File: config.mk
export PLATFORM = sky130hd
export DESIGN_NAME = vga_tile_scan
export DESIGN_NICKNAME = d
export VERILOG_FILES = /design/src/rtl/vga_tile_scan.sv
export SDC_FILE = /design/constraint.sdc
export NUM_CORES = 1
export LEC_CHECK = 0
export CORE_MARGIN = 3
export CORE_UTILIZATION = 51
export CTS_CLUSTER_SIZE = 24
export DETAILED_ROUTE_END_ITERATION = 10
export HOLD_SLACK_MARGIN = 0.15
export PLACE_DENSITY = 0.84
export RECOVER_POWER = 100
export SLEW_MARGIN = 10
export SYNTH_ARGS = -nofsm -noshare
export SYNTH_HDL_FRONTEND = slang
export SYNTH_SLANG_ARGS = --single-unit
File: constraint.sdc
create_clock -name in_clk -period 2.73 [get_ports in_clk]
set_input_delay 0.273 -clock in_clk [delete_from_list [all_inputs] [get_ports in_clk]]
set_output_delay 0.273 -clock in_clk [all_outputs]
set_load 0.01 [all_outputs]
File: src/rtl/vga_tile_scan.sv
// 640x480 VGA raster/tile scan generator: registered, zero-skew sync, video_on, pixel/tile coordinates and line/frame strobes.
// Optional `PIXEL_DIV_EN: 50 MHz in_clk, each pixel held for two clocks.
module vga_tile_scan #(
  parameter int H_VIS      = 640,
  parameter int H_FP       = 16,
  parameter int H_SYNC     = 96,
  parameter int H_BP       = 48,
  parameter int V_VIS      = 480,
  parameter int V_FP       = 10,
  parameter int V_SYNC     = 2,
  parameter int V_BP       = 33,
  parameter int TILE_SHIFT = 4
) (
  input  logic       in_clk,
  input  logic       reset,
  output logic       hsync,
  output logic       vsync,
  output logic       video_on,
  output logic [9:0] pix_x,
  output logic [9:0] pix_y,
  output logic [9:0] tile_x,
  output logic [9:0] tile_y,
  output logic       line_end,
  output logic       frame_end
);

  localparam logic [9:0] H_TOTAL  = 10'(H_VIS + H_FP + H_SYNC + H_BP);
  localparam logic [9:0] V_TOTAL  = 10'(V_VIS + V_FP + V_SYNC + V_BP);
  localparam logic [9:0] H_VIS_W  = 10'(H_VIS);
  localparam logic [9:0] V_VIS_W  = 10'(V_VIS);
  localparam logic [9:0] HS_START = 10'(H_VIS + H_FP);
  localparam logic [9:0] HS_END   = 10'(H_VIS + H_FP + H_SYNC);
  localparam logic [9:0] VS_START = 10'(V_VIS + V_FP);
  localparam logic [9:0] VS_END   = 10'(V_VIS + V_FP + V_SYNC);

  logic       pix_en;
  logic       x_wrap;
  logic       y_wrap;
  logic [9:0] next_x;
  logic [9:0] next_y;

`ifdef PIXEL_DIV_EN
  logic pix_en_q;

  always_ff @(posedge in_clk or negedge reset) begin
    if (!reset) pix_en_q <= 1'b0;
    else        pix_en_q <= ~pix_en_q;
  end

  assign pix_en = pix_en_q;
`else
  assign pix_en = 1'b1;
`endif

  // Wrap on >= so a counter can never run past its last value.
  always_comb begin
    x_wrap = (pix_x >= H_TOTAL - 10'd1);
    y_wrap = (pix_y >= V_TOTAL - 10'd1);
    next_x = x_wrap ? 10'd0 : pix_x + 10'd1;
    next_y = pix_y;
    if (x_wrap) next_y = y_wrap ? 10'd0 : pix_y + 10'd1;
  end

  // Every output is derived from the next coordinates so all of them change together with pix_x/pix_y.
  always_ff @(posedge in_clk or negedge reset) begin
    if (!reset) begin
      pix_x     <= 10'd0;
      pix_y     <= 10'd0;
      tile_x    <= 10'd0;
      tile_y    <= 10'd0;
      hsync     <= 1'b1;
      vsync     <= 1'b1;
      video_on  <= 1'b0;
      line_end  <= 1'b0;
      frame_end <= 1'b0;
    end else begin
      line_end  <= 1'b0;
      frame_end <= 1'b0;
      if (pix_en) begin
        pix_x     <= next_x;
        pix_y     <= next_y;
        tile_x    <= next_x >> TILE_SHIFT;
        tile_y    <= next_y >> TILE_SHIFT;
        hsync     <= !((next_x >= HS_START) && (next_x < HS_END));
        vsync     <= !((next_y >= VS_START) && (next_y < VS_END));
        video_on  <= (next_x < H_VIS_W) && (next_y < V_VIS_W);
        line_end  <= x_wrap;
        frame_end <= x_wrap && y_wrap;
      end
    end
  end

endmodule

==> results.yml <==
setup_path:
  r2r-start: "pix_x[0]$_DFF_PN0_"
  cp_max_fo: 20
  path_class: "reg2reg"
  crit_start: "pix_x[0]$_DFF_PN0_"
  startpoint_type: "flop"
  crit_required_ns: 2.90
  cp-end-kind: "flop"
  crit_arrival_ns: 2.65
logic_synthesis:
  synth-edff-count: 0
  yosysWarnings: 0
  yosys.area_share.simple_pct: 19.38
  synthDistinctLibCells: 47
  synthAdderAreaFrac_pct: 2.326
  async_flop_share_pct: 100.0
  synth_ff_type: "dfrtp_1"
  synth_compound_area_share_pct: 20.23
  synth-xor-area-share_pct: 3.798
  syn_avg_cell_area_um2: 9.276
  ys_ff_latch: 25
  netlist_area_um2: 1614
  synth_mux_area_share_pct: 1.240
  synth_top_family_by_area: "compound AO/OA/AOI/OAI gates"
  yosysSeqAreaShare_pct: 38.91
  syn_inst: 174
power_and_ir_drop:
  total_leakage_power_nw: 0.8627
  vdd_drop_max_mv: 0.1868
  totalPowerFinal_uw: 542.0
  power.density_nw_per_um2: 287.9
global_route:
  grt_max_degree: 26
  grt_pass1_vias: 1296
  grt_usage_pct: 19.01
  busiest_layer: "met2"
  met2_usage_pct: 32.12
  grt_pass1_wl_um: 6078
  overflow: 0
  grt_use_met1_pct: 24.00
  antenna_found_initial: 0
  use_met3_pct: 3.604
cts:
  root_buffer: "clkbuf_4"
  max-clock-path-buffers: 2
  htree_num_levels: 1
  cts_resized: 0
  worstSkewPairLatency_ns: 0.31
  hold_buffers: 0
  cts_tree: "built"
  cts.sinks: 25
  numCtsBuffers: 3
  cts.clk_slew.worst_paths_ns: 0.12
  postCtsSetupBuffers: 0
drt:
  vias: 1341
  detail_route.wirelength_um: 3506
  ant_nets: 0
  dr.pass1.iters: 4
  wl_per_cell_um: 14.86
  via_per_inst: 5.682
  drt_iter0_drc: 63
  drc: 0
sta:
  fin_crit_sh_pct: 90.84
  max_freq_mhz: 403.2
  slew_headroom_pct: 12.81
  worst_pin_slew_ns: 1.308
  fin_crit_ns: 2.480
  skew_ns: 0.001803
  slew_violations: 0
  setup_violations: 0
  hold_viol: 0
  rsz0062_at_grt: "false"
  final.setup.tns_ns: 0
placed_design:
  port_buffers: 38
  finalWeightedCongestion: 0.9174
  hpwl_um: 2534
die:
  initial_core_util_pct: 56.11
  die_h_um: 62.26
  pin_count: 47
  core_area_um2: 2877
  rows: 19
  dieArea_um2: 3876
  die_x_um: 62.26
layout:
  area_growth_pct: 16.67
  nets: 200
  drive_gt1_share_pct: 5.155
  diodes: 0
  final_common_cell: "dlygate4sd3_1"
  final_cell_mix: "dlygate4sd3_1 (38), dfrtp_1 (23), nand2_1 (17)"
  num-fill-cells: 243
run:
  maxCapViolations: 0
min_path:
  hp-start: "pix_x[0]$_DFF_PN0_"
  min_path_type: "reg2reg"
status:
  status: "complete, no violations"
-- area by class of cell --
| class | instances | area (um^2) | area share [%] |
|---|---|---|---|
| Tap cell | 42 | 52.55 | 2.791 |
| Sequential cell | 25 | 628.1 | 33.36 |
| Clock buffer | 4 | 26.28 | 1.395 |
| Inverter | 4 | 15.01 | 0.7973 |
| Timing Repair Buffer | 39 | 384.1 | 20.40 |
| Multi-Input combinational cell | 122 | 777.0 | 41.26 |
-- registers in the layout (all words and copies together) (netlist names) --
name / count
tile_x: 1
video_on: 1
hsync: 1
tile_y: 1
line_end: 1
vsync: 1
frame_end: 1
pix_x: 9
pix_y: 9
-- worst max-delay path, cell delays in order (launching register included) --
cell and delay, ns:
dfrtp_1 0.45, ha_1 0.28, and4_1 0.28, o211ai_4 0.42
inv_2 0.26, a21o_1 0.22, a211oi_1 0.30, a2111oi_0 0.12
-- worst paths after layout --
| path | end | slack, ns | cells after the start |
|---|---|---|---|
| max | video_on$_DFF_PN0_ | 0.25 | 7 |
| min | pix_x[0]$_DFF_PN0_ | 0.55 | 1 |
| max reg2reg | video_on$_DFF_PN0_ | 0.25 | 7 |
| min reg2reg | pix_x[0]$_DFF_PN0_ | 0.55 | 1 |
| max in group asynchronous | pix_x[7]$_DFF_PN0_ | 1.20 | 2 |
| min in group asynchronous | pix_x[4]$_DFF_PN0_ | 0.76 | 2 |
-- synthesized netlist by cell type, types with 2 or more instances --
library cell  number  share of area, %
a211o_1            2               1.1
a21o_1             3               1.4
a21oi_1            6               1.9
and2_1             3               1.2
and3_1             3               1.2
and4_1             2               1.1
buf_2              4               1.2
buf_4             20               9.3
buf_6              2               1.4
clkbuf_1           3              0.70
dfrtp_1           23                36
dfstp_2            2               3.3
ha_1               3               2.3
inv_1              3              0.70
mux2i_1            2               1.2
nand2_1           17               4.0
nand3_1            9               2.8
nand4_1            4               1.6
nor2_1            14               3.3
nor3_1             3              0.93
o2111ai_1          2               1.1
o21a_1             2              0.93
o21ai_0           11               3.4
o31ai_1            2              0.93
or3_1              2              0.78
xnor2_1            3               1.6
xor2_1             4               2.2
-- stage by stage --
step	setup WS, ns	utilization [%]	instance area [um^2]	std cells	hold WS (ns)
floorplan	0.8247	-	1640	181	-0.02259
global placement	0.4513	65.07	1872	232	0.4977
detailed placement	0.3306	65.07	1872	232	0.5356
CTS	0.3036	65.99	1898	236	0.3180
global route	0.05954	65.46	1883	236	0.5868
finish	0.2501	65.46	1883	236	0.5454
-- kinds of logic (layout without fill, tap and decap cells) --
logic type,count (synthesis),after routing
other,1,8
XOR/XNOR,7,7
flip-flops,25,25
buffers and inverters,34,47
AND/OR/NAND/NOR,62,62
multiplexers,2,2
adder cells (fa/ha/maj),3,3
AO/OA/AOI/OAI,40,40
-- layer usage --
metal / wire [um] / share of wire, %
met4: 27 / 0.77
met3: 256 / 7.3
met1: 1463 / 42
met2: 1758 / 50
met5: 0 / 0
-- where the power goes --
group / internal (mW) / switching [mW] / leakage (nW)
combinational: 0.00123 / 0.0120 / 0.525
sequential: 0.370 / 0 / 0.323
clock: 0.0570 / 0.101 / 0.0150
Note: power is estimated with default switching activity, not from simulation.
